--- src/rtl/fetch_unit.sv ---
// ----------------------------------------------------------------------------
// fetch_unit
//   Instruction fetch stage. Holds the PC, issues one instruction-memory read
//   at a time over a valid/ready request channel, accepts a variable-latency
//   response and buffers one instruction for the decoder (instr[31:21] feeds
//   the main decoder's Op input). A taken-branch redirect reloads the PC and
//   discards whatever fetch is in flight.
//
// Parameters
//   N         PC / address width
//   RESET_PC  PC loaded on reset (word aligned)
//
// Ports
//   clk             in   rising-edge clock
//   reset_n         in   asynchronous active-low reset
//   fetch_en        in   allow new fetches to start (gates leaving IDLE/FULL)
//   redirect_valid  in   branch taken this cycle
//   redirect_pc     in   branch target, bits [1:0] ignored
//   imem_req_valid  out  read request valid
//   imem_req_ready  in   memory accepts the request this cycle
//   imem_addr       out  read address (always the current pc)
//   imem_rsp_valid  in   read data valid
//   imem_rsp_data   in   instruction word
//   instr_valid     out  instr / instr_pc hold a valid instruction
//   instr_ready     in   consumer takes the instruction this cycle
//   instr           out  buffered instruction
//   instr_pc        out  address of instr
//
// State  | meaning
// -------+------------------------------------------------------------------
// IDLE   | nothing outstanding, waiting for fetch_en
// REQ    | request asserted at pc, waiting for imem_req_ready
// WAIT   | request accepted, waiting for the response to keep
// DRAIN  | request accepted but redirected; next response is thrown away
// FULL   | one instruction buffered, waiting for instr_ready
// ----------------------------------------------------------------------------
module fetch_unit #(
    parameter int           N        = 64,
    parameter logic [N-1:0] RESET_PC = '0
) (
    input  logic         clk,
    input  logic         reset_n,
    input  logic         fetch_en,
    input  logic         redirect_valid,
    input  logic [N-1:0] redirect_pc,
    output logic         imem_req_valid,
    input  logic         imem_req_ready,
    output logic [N-1:0] imem_addr,
    input  logic         imem_rsp_valid,
    input  logic [31:0]  imem_rsp_data,
    output logic         instr_valid,
    input  logic         instr_ready,
    output logic [31:0]  instr,
    output logic [N-1:0] instr_pc
);

    typedef enum logic [2:0] {
        IDLE  = 3'd0,
        REQ   = 3'd1,
        WAIT  = 3'd2,
        DRAIN = 3'd3,
        FULL  = 3'd4
    } state_t;

    state_t       state;
    logic [N-1:0] pc;
    logic [N-1:0] pc_inc;
    logic [N-1:0] redirect_tgt;
    logic         unused_redirect_lsbs;

    // Targets are word aligned; the low two bits of the branch target are dropped.
    assign redirect_tgt         = {redirect_pc[N-1:2], 2'b00};
    assign unused_redirect_lsbs = ^redirect_pc[1:0];

    // Wraps naturally modulo 2^N.
    assign pc_inc = pc + {{(N-3){1'b0}}, 3'd4};

    // The address is the pc register itself, so it only moves on an accepted
    // response or a redirect and stays put while a request waits for ready.
    assign imem_addr = pc;

    always_ff @(posedge clk or negedge reset_n) begin
        if (!reset_n) begin
            state          <= IDLE;
            pc             <= RESET_PC;
            imem_req_valid <= 1'b0;
            instr_valid    <= 1'b0;
            instr          <= '0;
            instr_pc       <= RESET_PC;
        end else begin
            // Redirect always wins for the pc; the WAIT response path below
            // only advances pc when no redirect is present.
            if (redirect_valid) begin
                pc <= redirect_tgt;
            end

            case (state)
                IDLE: begin
                    // A redirect in IDLE only retargets; fetching starts a cycle later.
                    if (!redirect_valid && fetch_en) begin
                        state          <= REQ;
                        imem_req_valid <= 1'b1;
                    end
                end

                REQ: begin
                    // fetch_en is deliberately ignored here: an asserted
                    // request is never withdrawn.
                    if (imem_req_ready) begin
                        imem_req_valid <= 1'b0;
                        state          <= redirect_valid ? DRAIN : WAIT;
                    end
                end

                WAIT: begin
                    if (redirect_valid) begin
                        if (imem_rsp_valid) begin
                            // Stale response lands on the redirect cycle:
                            // drop it and go straight to the new target.
                            state          <= REQ;
                            imem_req_valid <= 1'b1;
                        end else begin
                            state <= DRAIN;
                        end
                    end else if (imem_rsp_valid) begin
                        instr       <= imem_rsp_data;
                        instr_pc    <= pc;
                        pc          <= pc_inc;
                        instr_valid <= 1'b1;
                        state       <= FULL;
                    end
                end

                DRAIN: begin
                    // The outstanding response belongs to the abandoned path.
                    if (imem_rsp_valid) begin
                        if (fetch_en) begin
                            state          <= REQ;
                            imem_req_valid <= 1'b1;
                        end else begin
                            state <= IDLE;
                        end
                    end
                end

                FULL: begin
                    // With redirect and instr_ready together the consumer has
                    // already taken the instruction this cycle; either way the
                    // buffer empties and fetch resumes from the (possibly new) pc.
                    if (redirect_valid || instr_ready) begin
                        instr_valid <= 1'b0;
                        if (fetch_en) begin
                            state          <= REQ;
                            imem_req_valid <= 1'b1;
                        end else begin
                            state <= IDLE;
                        end
                    end
                end

                default: begin
                    state          <= IDLE;
                    imem_req_valid <= 1'b0;
                    instr_valid    <= 1'b0;
                end
            endcase
        end
    end

endmodule

--- config.mk ---
export PLATFORM = sky130hd
export DESIGN_NAME = fetch_unit
export DESIGN_NICKNAME = d
export VERILOG_FILES = /design/src/rtl/fetch_unit.sv
export SDC_FILE = /design/constraint.sdc
export NUM_CORES = 1
export LEC_CHECK = 0
export ABC_CLOCK_PERIOD_IN_PS = 3000
export CORE_UTILIZATION = 40
export CTS_CLUSTER_SIZE = 40
export DETAILED_ROUTE_END_ITERATION = 8
export GPL_TIMING_DRIVEN = 0
export PLACE_DENSITY = 0.76
export SYNTH_ARGS = -nofsm -noshare
export SYNTH_HDL_FRONTEND = slang
export SYNTH_SLANG_ARGS = --single-unit
--- constraint.sdc ---
create_clock -name clk -period 3 [get_ports clk]
set_input_delay 0.6 -clock clk [delete_from_list [all_inputs] [get_ports clk]]
set_output_delay 0.6 -clock clk [all_outputs]
set_load 0.01 [all_outputs]
Word-level counts from Yosys, hierarchy flattened

Cells that the tools add are included.

Register bits after elaboration: 165
Input port bits: 103
Word-level logic and storage cells: 55

Muxes and demuxes: 25
Equality and inequality tests: 12
Reduce and logical (&&, ||, !) cells: 9
Bitwise gates (word level): 2
Add/subtract/negate cells: 1

Operator list:

| cell                                                                  | number |
|---|---|
| 64-bit 2-to-1 mux                                                     | 4 |
| 64-bit by 3-bit adder with 64-bit output, second input constant       | 1 |
| 3-bit 2-to-1 mux                                                      | 6 |
| 3-bit one-hot mux with 5 select lines                                 | 1 |
| 2-bit != test, second input constant                                  | 7 |
| 1-bit 2-to-1 mux                                                      | 11 |
| 3-bit by 2-bit equality test with 1-bit output, second input constant | 2 |
| 6-bit AND reduction                                                   | 1 |
| 1-bit one-hot mux with 5 select lines                                 | 1 |
| 5-bit AND reduction                                                   | 1 |
| 4-bit AND reduction                                                   | 1 |
| 3-bit by 1-bit equality test with 1-bit output, second input constant | 1 |
| 3-bit equality test, second input constant                            | 1 |
| 3-bit zero test                                                       | 1 |
| 3-bit != test, second input constant                                  | 1 |
| 1-bit one-hot mux with 3 select lines                                 | 1 |
| 3-bit AND reduction                                                   | 1 |
| 3-bit OR reduction                                                    | 1 |
| 2-bit 2-to-1 mux                                                      | 1 |
| 1-bit NOT                                                             | 2 |
| 1-bit logical AND                                                     | 1 |
| 1-bit zero test                                                       | 1 |
| 1-bit logical OR                                                      | 1 |

Logic depth before layout (Yosys ltp)

Gate-level depths: netlist of run 1.

Word-level depth: 4
Gate-level depth with buffers: 8

Least setup slack after synthesis of run 1

OpenSTA, ideal clock, no wires.

Path kind: input to register
Start point: in imem_rsp_valid
End point: reg pc[51] (netlist: imem_addr[51])
Arrival time: 2.374 ns
Required time: 2.918 ns
Slack: 0.545 ns
Cell stages on the path: 7
Setup time: 0.082 ns
Path through: and4bb_2 > buf_2 > nand4_1 > or4_1 > buf_2 > or3_1 > a31oi_1

Word-level cells in the longest chain between the ends: 3

RTL lines:

| what                 | RTL line | RTL |
|---|---|---|
| from (decl)          | 49       | `input logic imem_rsp_valid,` |
| 64-bit 2-to-1 mux    | 125      | `end else if (imem_rsp_valid) begin` |
| 64-bit 2-to-1 mux    | 116      | `if (redirect_valid) begin` |
| 64-bit 2-to-1 mux    | 97       | `case (state)` |
| to (signal assigned) | 94       | `pc <= redirect_tgt;` |
| to (signal assigned) | 128      | `pc <= pc_inc;` |
| to (decl)            | 66       | `logic [N-1:0] pc;` |

Every way passes these cells.
A chain may end at the register's enable or synchronous reset.

Final worst setup path of run 1

Same ends and word-level chain as after synthesis.

==> reports/metrics.csv, run 1 <==
stage,metric,value,unit
run_status,status,completed,
finish,Seq. cell area,4130,um^2
die,overall die width,143,um
power,total leakage power,4.94,nW
die,Vert. Die Dim,143,um
synth,number of enable-type register cells in the synthesized netlist,0,
synth,number of instances in the synthesized netlist,930,
drt,iteration count of the initial detailed-routing pass,7,
synth,Area contributors post-synth,"dfrtp_1 52%, nand2_1 16%, nand4_1 2.9%, o21ai_0 2.8%, nand3_1 2.3%",
drt,"antenna viol nets, final",0,
clock_tree,number of buffers on the longest clock path,2,
timing,final-report max-slew violation count,0,
setup_path,endpoint class of the critical path,flip-flop,
timing,Worst-Margin Slew,942,ps
synth,count of state elements after synthesis,165,
global_route,number of antenna violations at the first check in global routing,2,
drt,post-detailed-route via-to-cell ratio,5.50,
clock_tree,Clock Latency Late Sink,430,ps
synth,synthesis warning total,0,
global_route,global-route wire length before repair,43.2,mm
die,total die area,20500,um^2
setup_path,crit start category,primary input,
global_route,vias in the first global route,7835,
setup_path,type of the worst setup path,in -> reg,
placement,input/output buffers,262,
global_route,overall fraction of global-route tracks in use,28.2,%
synth,Syn Area/Cell,8.57,um^2
finish,Antenna Cells,0,
clock_tree,clock tree from TritonCTS,yes,
synth,number of distinct library cells after synthesis,58,
setup_path,cell at the slowest stage of the critical path,clkdlybuf4s50_1,
run,maximum capacitance violations,0,
setup_path,Crit path arrival time,3270,ps
synth,share of the synthesized area in the top cell type,51.8,%
timing,Fmax achieved,0.344,GHz
synth,top cell type by total area after synthesis,dfrtp_1,
drt,drc violations,0,
timing,post-route fraction of the period consumed by the critical path,97.0,%
setup_path,maximum fanout along the worst path,10,
die,Std-Cell Rows,51,
global_route,residual overflow from global routing,0,
clock_tree,number of buffers added to fix hold violations after cts,0,
drt,Routed wire per std cell,19.1,um
synth,combined area of all synthesized cells,7970,um^2
setup_path,worst endpoint required time,3360,ps
finish,number of fill cells,1744,
die,Boundary Pins,265,
synth,most frequently used flop master after synthesis,dfrtp_1,
drt,count of vias placed by the detailed router,8201,
finish,Synth-to-Final Area Change,45.5,%
drt,drt total wl,28.5,mm
hold_path,Hold WC Path Type,in -> async,
clock_tree,CTS clock-pin slew for the worst setup and hold paths,70,ps
clock_tree,Num Clock Sinks,165,
timing,final setup skew,10.9,ps
placement,half-perimeter wire length of the detailed placement result,21.0,mm
power,power density relative to cell area,721,nW/um^2
power,post-layout total power,8.36,mW
clock_tree,Clock H-tree levels,4,
clock_tree,Clock Root Buffer,clkbuf_16,
synth,net count of the mapped netlist,1034,
timing,worst max-slew margin expressed relative to the limit,36.6,%
finish,"Non-Filler Cell Area, Final",11600,um^2
die,core area,19500,um^2
finish,fraction of layout cells with a size suffix above 1,5.05,%
timing,Final Hold Fails,0,
placement,gp weighted congestion,0.923,
timing,final setup violation count,0,
die,initial core utilization,40.8,%
global_route,largest net degree at the start of global routing,118,
setup_path,critical path's top delay family,simple AND/OR/NAND/NOR gates,
setup_path,delay contributed by the slowest stage of the critical path,580,ps
clock_tree,total clock buffers created by CTS,17,
timing,unrepaired setup endpoints after global routing,false,
finish,total area of multi-input combinational cells,3610,um^2
synth,async set-or-reset flop fraction in the synthesized netlist,100,%
setup_path,cell-by-cell listing of the critical path,clkdlybuf4s50_1 > and4bb_2 > buf_2 > nand4_1 > or4_1 > buf_2 > or3_1 > a31oi_1,
synth,sequential area share after synthesis,51.8,%
timing,Period minus WS final,2910,ps
placement,total placed instance area,11000,um^2
setup_path,combined buffer and inverter count along the critical path,3,
power,worst-case vdd ir drop,0.000439,V
setup_path,most frequent CP cell,buf_2,
drt,1st-iter DRT viols,745,
finish,Layout Nets,1318,
-- stage by stage --
| step | TNS, ps | util [%] | setup slack [ps] | hold WS (ps) | cells |
|---|---|---|---|---|---|
| after floorplan | 0 | - | 545 | 304 | 930 |
| after global placement | -957370 | 55.9 | -5680 | 457 | 1457 |
| after detailed placement | -27170 | 56.1 | -508 | 462 | 1458 |
| after CTS | 0 | 59.3 | 135 | 66.4 | 1492 |
| after global routing | 0 | 59.4 | 11.3 | 76.2 | 1492 |
| final | 0 | 59.4 | 90.0 | 54.1 | 1492 |
-- sequential cells by signal, summed over array words and instances (netlist names) --
name	cells
instr_valid	1
instr_pc	64
state	3
imem_addr	64
instr	32
imem_req_valid	1
-- power breakdown --
part	total, mW	switching (mW)	internal [mW]	leakage (nW)
Combinational	2.81	1.28	1.52	2.61
Clock	2.24	0.996	1.25	0.280
Sequential	3.31	0.457	2.85	2.05
Total	8.36	2.74	5.62	4.94
-- cell usage after synthesis, types with 5 or more instances --
library cell / instances
and2_1: 8
nor2_1: 32
a31oi_1: 10
nand4_1: 37
and3_1: 11
nand2b_1: 5
clkbuf_1: 44
nand3_1: 36
nor3_1: 16
and4_1: 10
or4_1: 8
o21ai_0: 45
dfrtp_1: 165
xnor2_1: 14
nand2_1: 346
nor2b_1: 7
inv_1: 12
or3_1: 11
o211ai_1: 18
xor2_1: 9
nor4_1: 16
-- worst register-to-register path: stages, from the launching register on --
cell	delay, ps
dfrtp_1	360
clkbuf_1	330
nor2_1	280
nand2_1	140
clkbuf_1	590
clkbuf_2	470
clkbuf_1	450
nand2_1	110
nand2_1	100
-- cell families after synthesis --
group	Yosys count	share of synthesized area, %
AOI/OAI and AO/OA	110	8.96
and+or+nand+nor	560	32.4
muxes	7	0.926
DFF	165	51.8
xor gates and xnor gates	23	2.53
buffers and inverters	64	3.20
adders and majority gates	1	0.157
-- cell type report --
class / count / share of cell area (%)
flip-flops and latches: 165 / 35.6
multi-input cells: 701 / 31.1
repair buffers: 265 / 23.0
clock buffers: 17 / 3.67
well taps: 265 / 2.86
plain buffers: 52 / 1.83
clock inverters: 15 / 1.49
inverters: 12 / 0.389
-- layout by cell type (no fill, tap or decap), types with 11 or more instances in the layout --
master / n
nand2_1: 346
clkdlybuf4s50_1: 261
dfrtp_1: 165
o21ai_0: 45
clkbuf_1: 42
nand4_1: 37
nand3_1: 36
nor2_1: 32
o211ai_1: 18
clkbuf_16: 17
nor4_1: 15
xnor2_1: 14
nor3_1: 13
inv_1: 12
and3_1: 11
or3_1: 11
-- repair_timing --
item,CTS,global route
setup endpoints to repair,7,7
endpoints found under the hold margin,0,0
setup buffers,2,0
pin swaps,1,0
resized for setup,3,4
-- path summary, 6_finish.rpt --
kind / cells past startpoint / start / end / slack [ps]
setup / recovery: 8 / imem_rsp_valid / imem_addr[51] / 90
hold / removal: 1 / reset_n / instr[11] / 50
setup reg to reg: 8 / state[0] / instr_pc[37] / 110
hold reg to reg: 2 / instr_pc[62] / instr_pc[62] / 480
max in group asynchronous: 2 / reset_n / imem_addr[3] / 1990
min in group clk: 2 / instr_pc[62] / instr_pc[62] / 480
-- per-layer routing --
layer	track usage [%]	share of wire, %	wire [um]
met1	34.5	40	11400
met2	46.5	47	13300
met3	8.25	9.9	2820
met4	11.4	3.1	883
met5	0	0.11	32
(Power assumes the default switching activity.)
==> run 2, diff against run 1 <==
- CORE_UTILIZATION: 40 -> 45
- PLACE_DENSITY: 0.76 -> 0.84
==> reports/metrics.csv, run 2 (synthesis gave the netlist of run 1 again) <==
stage,metric,value,unit
run_status,status,completed,
die,Vert. Die Dim,135,um
timing,Worst-Margin Slew,942,ps
placement,gp weighted congestion,0.970,
setup_path,Register-to-Register Path Depth,6,
global_route,met2 track demand over resource in global routing,50.4,%
placement,worst slack at placement,-521,ps
clock_tree,number of buffers added to fix hold violations after cts,0,
global_route,met3 track utilization from global routing,8.63,%
power,Combinational Power Share,33.9,%
setup_path,worst endpoint required time,3310,ps
setup_path,stages on the worst setup path,6,
finish,utilization of the core after routing,66.6,%
setup_path,critical path's top delay family,simple AND/OR/NAND/NOR gates,
die,Boundary Pins,265,
power,Sw Share,32.7,%
power,Net Sw Power,2.71,mW
finish,Antenna Cells,0,
clock_tree,total clock buffers created by CTS,17,
global_route,grt peak-use layer,met2,
setup_path,combined buffer and inverter count along the critical path,1,
finish,total area of multi-input combinational cells,3610,um^2
die,core area,17300,um^2
setup_path,crit start category,flip-flop,
finish,"commonest non-fill, non-tap cells in the layout","346 x nand2_1, 261 x clkdlybuf4s50_1, 165 x dfrtp_1, 45 x o21ai_0, 43 x clkbuf_1",
power,total leakage power,4.94,nW
finish,final non-filler cell total,1452,
power,internal power,5.58,mW
power,worst-case vdd ir drop,0.000432,V
global_route,residual overflow from global routing,0,
drt,drt total wl,28.1,mm
global_route,Global Route met1 Usage,39.1,%
setup_path,type of the worst setup path,reg -> reg,
die,total die area,18200,um^2
run,maximum capacitance violations,0,
clock_tree,Num Clock Sinks,165,
global_route,number of antenna violations at the first check in global routing,1,
finish,"leading cell type in the layout, fill and taps excluded",nand2_1,
drt,count of vias placed by the detailed router,8351,
clock_tree,CTS clock-pin slew for the worst setup and hold paths,70,ps
placement,half-perimeter wire length of the detailed placement result,20.3,mm
clock_tree,Clock Root Buffer,clkbuf_16,
timing,final setup skew,9.79,ps
power,power density relative to cell area,719,nW/um^2
power,clock share of power,26.1,%
setup_path,maximum fanout along the worst path,9,
setup_path,cell-by-cell listing of the critical path,nand4_4 > or4_1 > buf_2 > nor4_1 > nand3_1 > o311ai_0,
global_route,vias in the first global route,8146,
setup_path,delay contributed by the slowest stage of the critical path,660,ps
finish,Layout Nets,1318,
timing,unrepaired setup endpoints after global routing,false,
global_route,global-route wire length before repair,43.4,mm
placement,input/output buffers,262,
timing,worst max-slew margin expressed relative to the limit,36.6,%
power,part of the total power dissipated in sequential elements,40.0,%
timing,final setup violation count,0,
drt,drc violations,0,
drt,post-detailed-route via-to-cell ratio,5.75,
drt,"antenna viol nets, final",0,
die,overall die width,135,um
die,initial core utilization,46.1,%
timing,Final Hold Fails,0,
drt,Routed wire per std cell,19.3,um
global_route,largest net degree at the start of global routing,116,
finish,fraction of layout cells with a size suffix above 1,4.97,%
setup_path,Crit path arrival time,3180,ps
timing,Period minus WS final,2870,ps
clock_tree,number of buffers on the longest clock path,2,
timing,fin worst setup slack,130,ps
global_route,overall fraction of global-route tracks in use,31.4,%
clock_tree,clock tree from TritonCTS,yes,
timing,post-route fraction of the period consumed by the critical path,95.7,%
setup_path,endpoint class of the critical path,flip-flop,
timing,Fmax achieved,0.348,GHz
clock_tree,Clock Latency Late Sink,440,ps
clock_tree,Clock H-tree levels,4,
finish,Synth-to-Final Area Change,44.6,%
hold_path,Hold WC Path Type,in -> async,
placement,placed cells,1418,
finish,Seq. cell area,4130,um^2
drt,iteration count of the initial detailed-routing pass,6,
setup_path,cell at the slowest stage of the critical path,nor4_1,
die,Std-Cell Rows,48,
drt,1st-iter DRT viols,819,
timing,final-report max-slew violation count,0,
finish,number of fill cells,1400,
## run 2: cell types whose count changed in the layout (fill, tap and decap cells not counted), sizes merged
| cell | previous run | this run |
|---|---|---|
| inv | 16 | 15 |
| bufinv | 2 | 1 |
| clkinvlp | 4 | 3 |
| clkbuf | 63 | 66 |
## run 2: final timing paths
check                               from             to  slack [ps]
setup / recovery           imem_addr[15]  imem_addr[42]         130
hold / removal                   reset_n   instr_pc[35]          70
setup reg to reg           imem_addr[15]  imem_addr[42]         130
hold reg to reg             instr_pc[17]   instr_pc[17]         470
max in group asynchronous        reset_n  imem_addr[61]        2010
min in group clk            instr_pc[17]   instr_pc[17]         470
## run 2: cell type report
type	count	share of cell area (%)
sequential	165	35.8
multi-input combinational	701	31.3
timing repair buffer	265	23.2
clock buffer	20	3.96
tap	225	2.44
buffer	52	1.85
clock inverter	12	1.05
inverter	12	0.391
## run 2: power groups by stage
stage	Combinational (mW)	Sequential, mW	Clock [mW]
2_1_floorplan	0.811	3.57	0
3_3_place_gp	2.74	3.32	0
3_5_place_dp	2.81	3.35	0
4_1_cts	2.83	3.31	2.18
5_1_grt	3.07	3.39	2.27
6_report	2.81	3.31	2.17
## run 2: what timing repair did
item                       CTS  global route
resized for setup            1             8
hold endpoints to repair     0             0
setup endpoints to repair    4            66
pin swaps                    1             0
gates cloned                 0             0
buffers inserted             2             0
## run 2: through the flow
step           hold WS [ps]  setup TNS [ps]  instance area [um^2]  power [mW]
6_report               71.9               0                 11500        8.29
4_1_cts                76.5               0                 11500        8.31
3_5_place_dp            461          -21360                 10900        6.15
3_3_place_gp            456         -936630                 10900        6.06
2_1_floorplan           304               0                  7970        4.38
5_1_grt                88.0               0                 11500        8.73
## run 2: worst register-to-register path, delay by kind of cell (launching register included)
kind                   cells  cell delay (ps)
buffers and inverters      1              180
AOI/OAI and AO/OA          1              370
DFF                        1              530
and+or+nand+nor            4             1670
## run 2: routing by layer
metal	up-vias	routed length (um)
li1	3782	-
met3	107	2900
met2	498	12900
met4	2	1280
met5	-	13
met1	3962	11000
==> run 3, diff against run 2 <==
- DONT_BUFFER_PORTS: default -> 1
- PLACE_DENSITY: 0.84 -> 0.65
==> reports/metrics.csv, run 3 (synthesis gave the netlist of run 1 again) <==
stage,metric,value,unit
run_status,status,"complete, but fails checks",
run_status,failing checks,negative hold slack,
global_route,largest net degree at the start of global routing,166,
run,maximum capacitance violations,0,
power,total leakage power,3.93,nW
die,initial core utilization,46.1,%
setup_path,worst endpoint required time,3350,ps
power,internal power,4.53,mW
placement,gp weighted congestion,0.937,
global_route,global-route wire length before repair,38.8,mm
power,power density relative to cell area,790,nW/um^2
global_route,vias in the first global route,6682,
setup_path,crit start category,flip-flop,
setup_path,type of the worst setup path,reg -> reg,
timing,Fmax achieved,0.347,GHz
clock_tree,Clock Latency Late Sink,440,ps
drt,post-detailed-route via-to-cell ratio,6.03,
drt,drt total wl,26.0,mm
finish,"commonest non-fill, non-tap cells in the layout","346 x nand2_1, 165 x dfrtp_1, 45 x o21ai_0, 42 x clkbuf_1, 37 x nand4_1",
die,Boundary Pins,265,
drt,iteration count of the initial detailed-routing pass,5,
drt,drc violations,0,
power,Sw Share,35.4,%
finish,Seq. cell area,4130,um^2
power,worst-case vdd ir drop,0.000447,V
finish,"leading cell type in the layout, fill and taps excluded",nand2_1,
setup_path,critical path's top delay family,simple AND/OR/NAND/NOR gates,
placement,input/output buffers,0,
timing,unrepaired setup endpoints after global routing,false,
timing,worst max-slew margin expressed relative to the limit,45.1,%
setup_path,combined buffer and inverter count along the critical path,2,
timing,final setup violation count,0,
finish,total area of multi-input combinational cells,3610,um^2
finish,final non-filler cell total,1187,
drt,count of vias placed by the detailed router,7152,
drt,"antenna viol nets, final",0,
timing,Final Hold Fails,165,
timing,final-report max-slew violation count,0,
finish,Layout Nets,1053,
placement,half-perimeter wire length of the detailed placement result,18.8,mm
clock_tree,total clock buffers created by CTS,17,
global_route,residual overflow from global routing,0,
setup_path,cell at the slowest stage of the critical path,or4_1,
drt,1st-iter DRT viols,608,
setup_path,Crit path arrival time,3230,ps
power,part of the total power dissipated in sequential elements,53.4,%
hold_path,Hold WC Path Type,in -> async,
die,overall die width,135,um
global_route,number of antenna violations at the first check in global routing,0,
die,Std-Cell Rows,48,
power,post-layout total power,7.02,mW
clock_tree,Clock H-tree levels,4,
clock_tree,CTS clock-pin slew for the worst setup and hold paths,70,ps
setup_path,delay contributed by the slowest stage of the critical path,680,ps
power,clock share of power,32.0,%
timing,WHS,-144,ps
timing,post-route fraction of the period consumed by the critical path,96.1,%
timing,Period minus WS final,2880,ps
finish,number of fill cells,1677,
die,Vert. Die Dim,135,um
finish,fraction of layout cells with a size suffix above 1,6.13,%
timing,final setup skew,7.47,ps
timing,Worst-Margin Slew,817,ps
global_route,overall fraction of global-route tracks in use,28.5,%
setup_path,maximum fanout along the worst path,10,
setup_path,most frequent CP cell,buf_2,
power,Combinational Power Share,14.7,%
drt,Routed wire per std cell,21.9,um
clock_tree,number of buffers on the longest clock path,2,
finish,Synth-to-Final Area Change,11.4,%
clock_tree,Clock Root Buffer,clkbuf_16,
power,Net Sw Power,2.48,mW
clock_tree,clock tree from TritonCTS,yes,
die,total die area,18200,um^2
placement,placed cells,1155,
setup_path,endpoint class of the critical path,flip-flop,
finish,Antenna Cells,0,
setup_path,cell-by-cell listing of the critical path,and4bb_2 > buf_2 > nand4_1 > or4_1 > buf_2 > or3_1 > a31oi_1,
die,core area,17300,um^2
clock_tree,Num Clock Sinks,165,
run 3: changes by cell type in the layout (fill, tap and decap cells not counted), sizes merged:
cell / delta
clkdlybuf4s50: -261
buf: -4
bufinv: +1
clkbuf: -1
clkinv: +1
clkinvlp: -1
run 3: metal layers:
layer	vias to the layer above	track usage (%)	routed length (um)
met5	-	0	0
met2	398	44.4	11800
met3	57	9.91	2990
met1	3444	36.5	10600
li1	3253	-	-
met4	0	10.5	693
run 3: repair_timing:
item | 4_1_cts | 5_1_grt
resized for setup | 2 | 7
setup buffers | 0 | 0
hold endpoints to repair | 165 | 165
setup endpoints to repair | 4 | 56
run 3: layout make-up:
class,instances,area share [%]
Multi-Input combinational cell,701,40.7
Tap cell,225,3.17
Clock buffer,19,5.10
Clock inverter,13,1.65
Inverter,12,0.507
Buffer,52,2.40
Sequential cell,165,46.5
run 3: power groups by stage:
stage	Clock, mW	Sequential, mW	Combinational (mW)
4_1_cts	2.27	3.75	1.03
3_3_place_gp	0	3.77	0.970
6_report	2.24	3.74	1.03
3_5_place_dp	0	3.79	1.02
2_1_floorplan	0	3.57	0.811
5_1_grt	2.37	3.83	1.19
run 3: final timing paths:
kind	start	endpoint	slack, ps	depth (start not counted)
min in group clk	imem_rsp_data[3]	instr[3]	260	2
worst min-delay path	reset_n	instr[31]	-140	0
worst min register to register	instr[10]	instr[10]	540	2
worst max-delay path	state[2]	imem_addr[51]	120	7
max in group asynchronous	reset_n	imem_addr[38]	2880	0
worst max register to register	state[2]	imem_addr[51]	120	7
run 3: through the flow:
step	worst slack (ps)	setup TNS, ps	utilization (%)	cell area (um^2)
finish	118	0	51.3	8880
global route	33.4	0	51.3	8880
CTS	45.8	0	51.2	8860
detailed placement	-207	-313	47.7	8250
global placement	-213	-385	47.7	8250
floorplan	545	0	-	7970
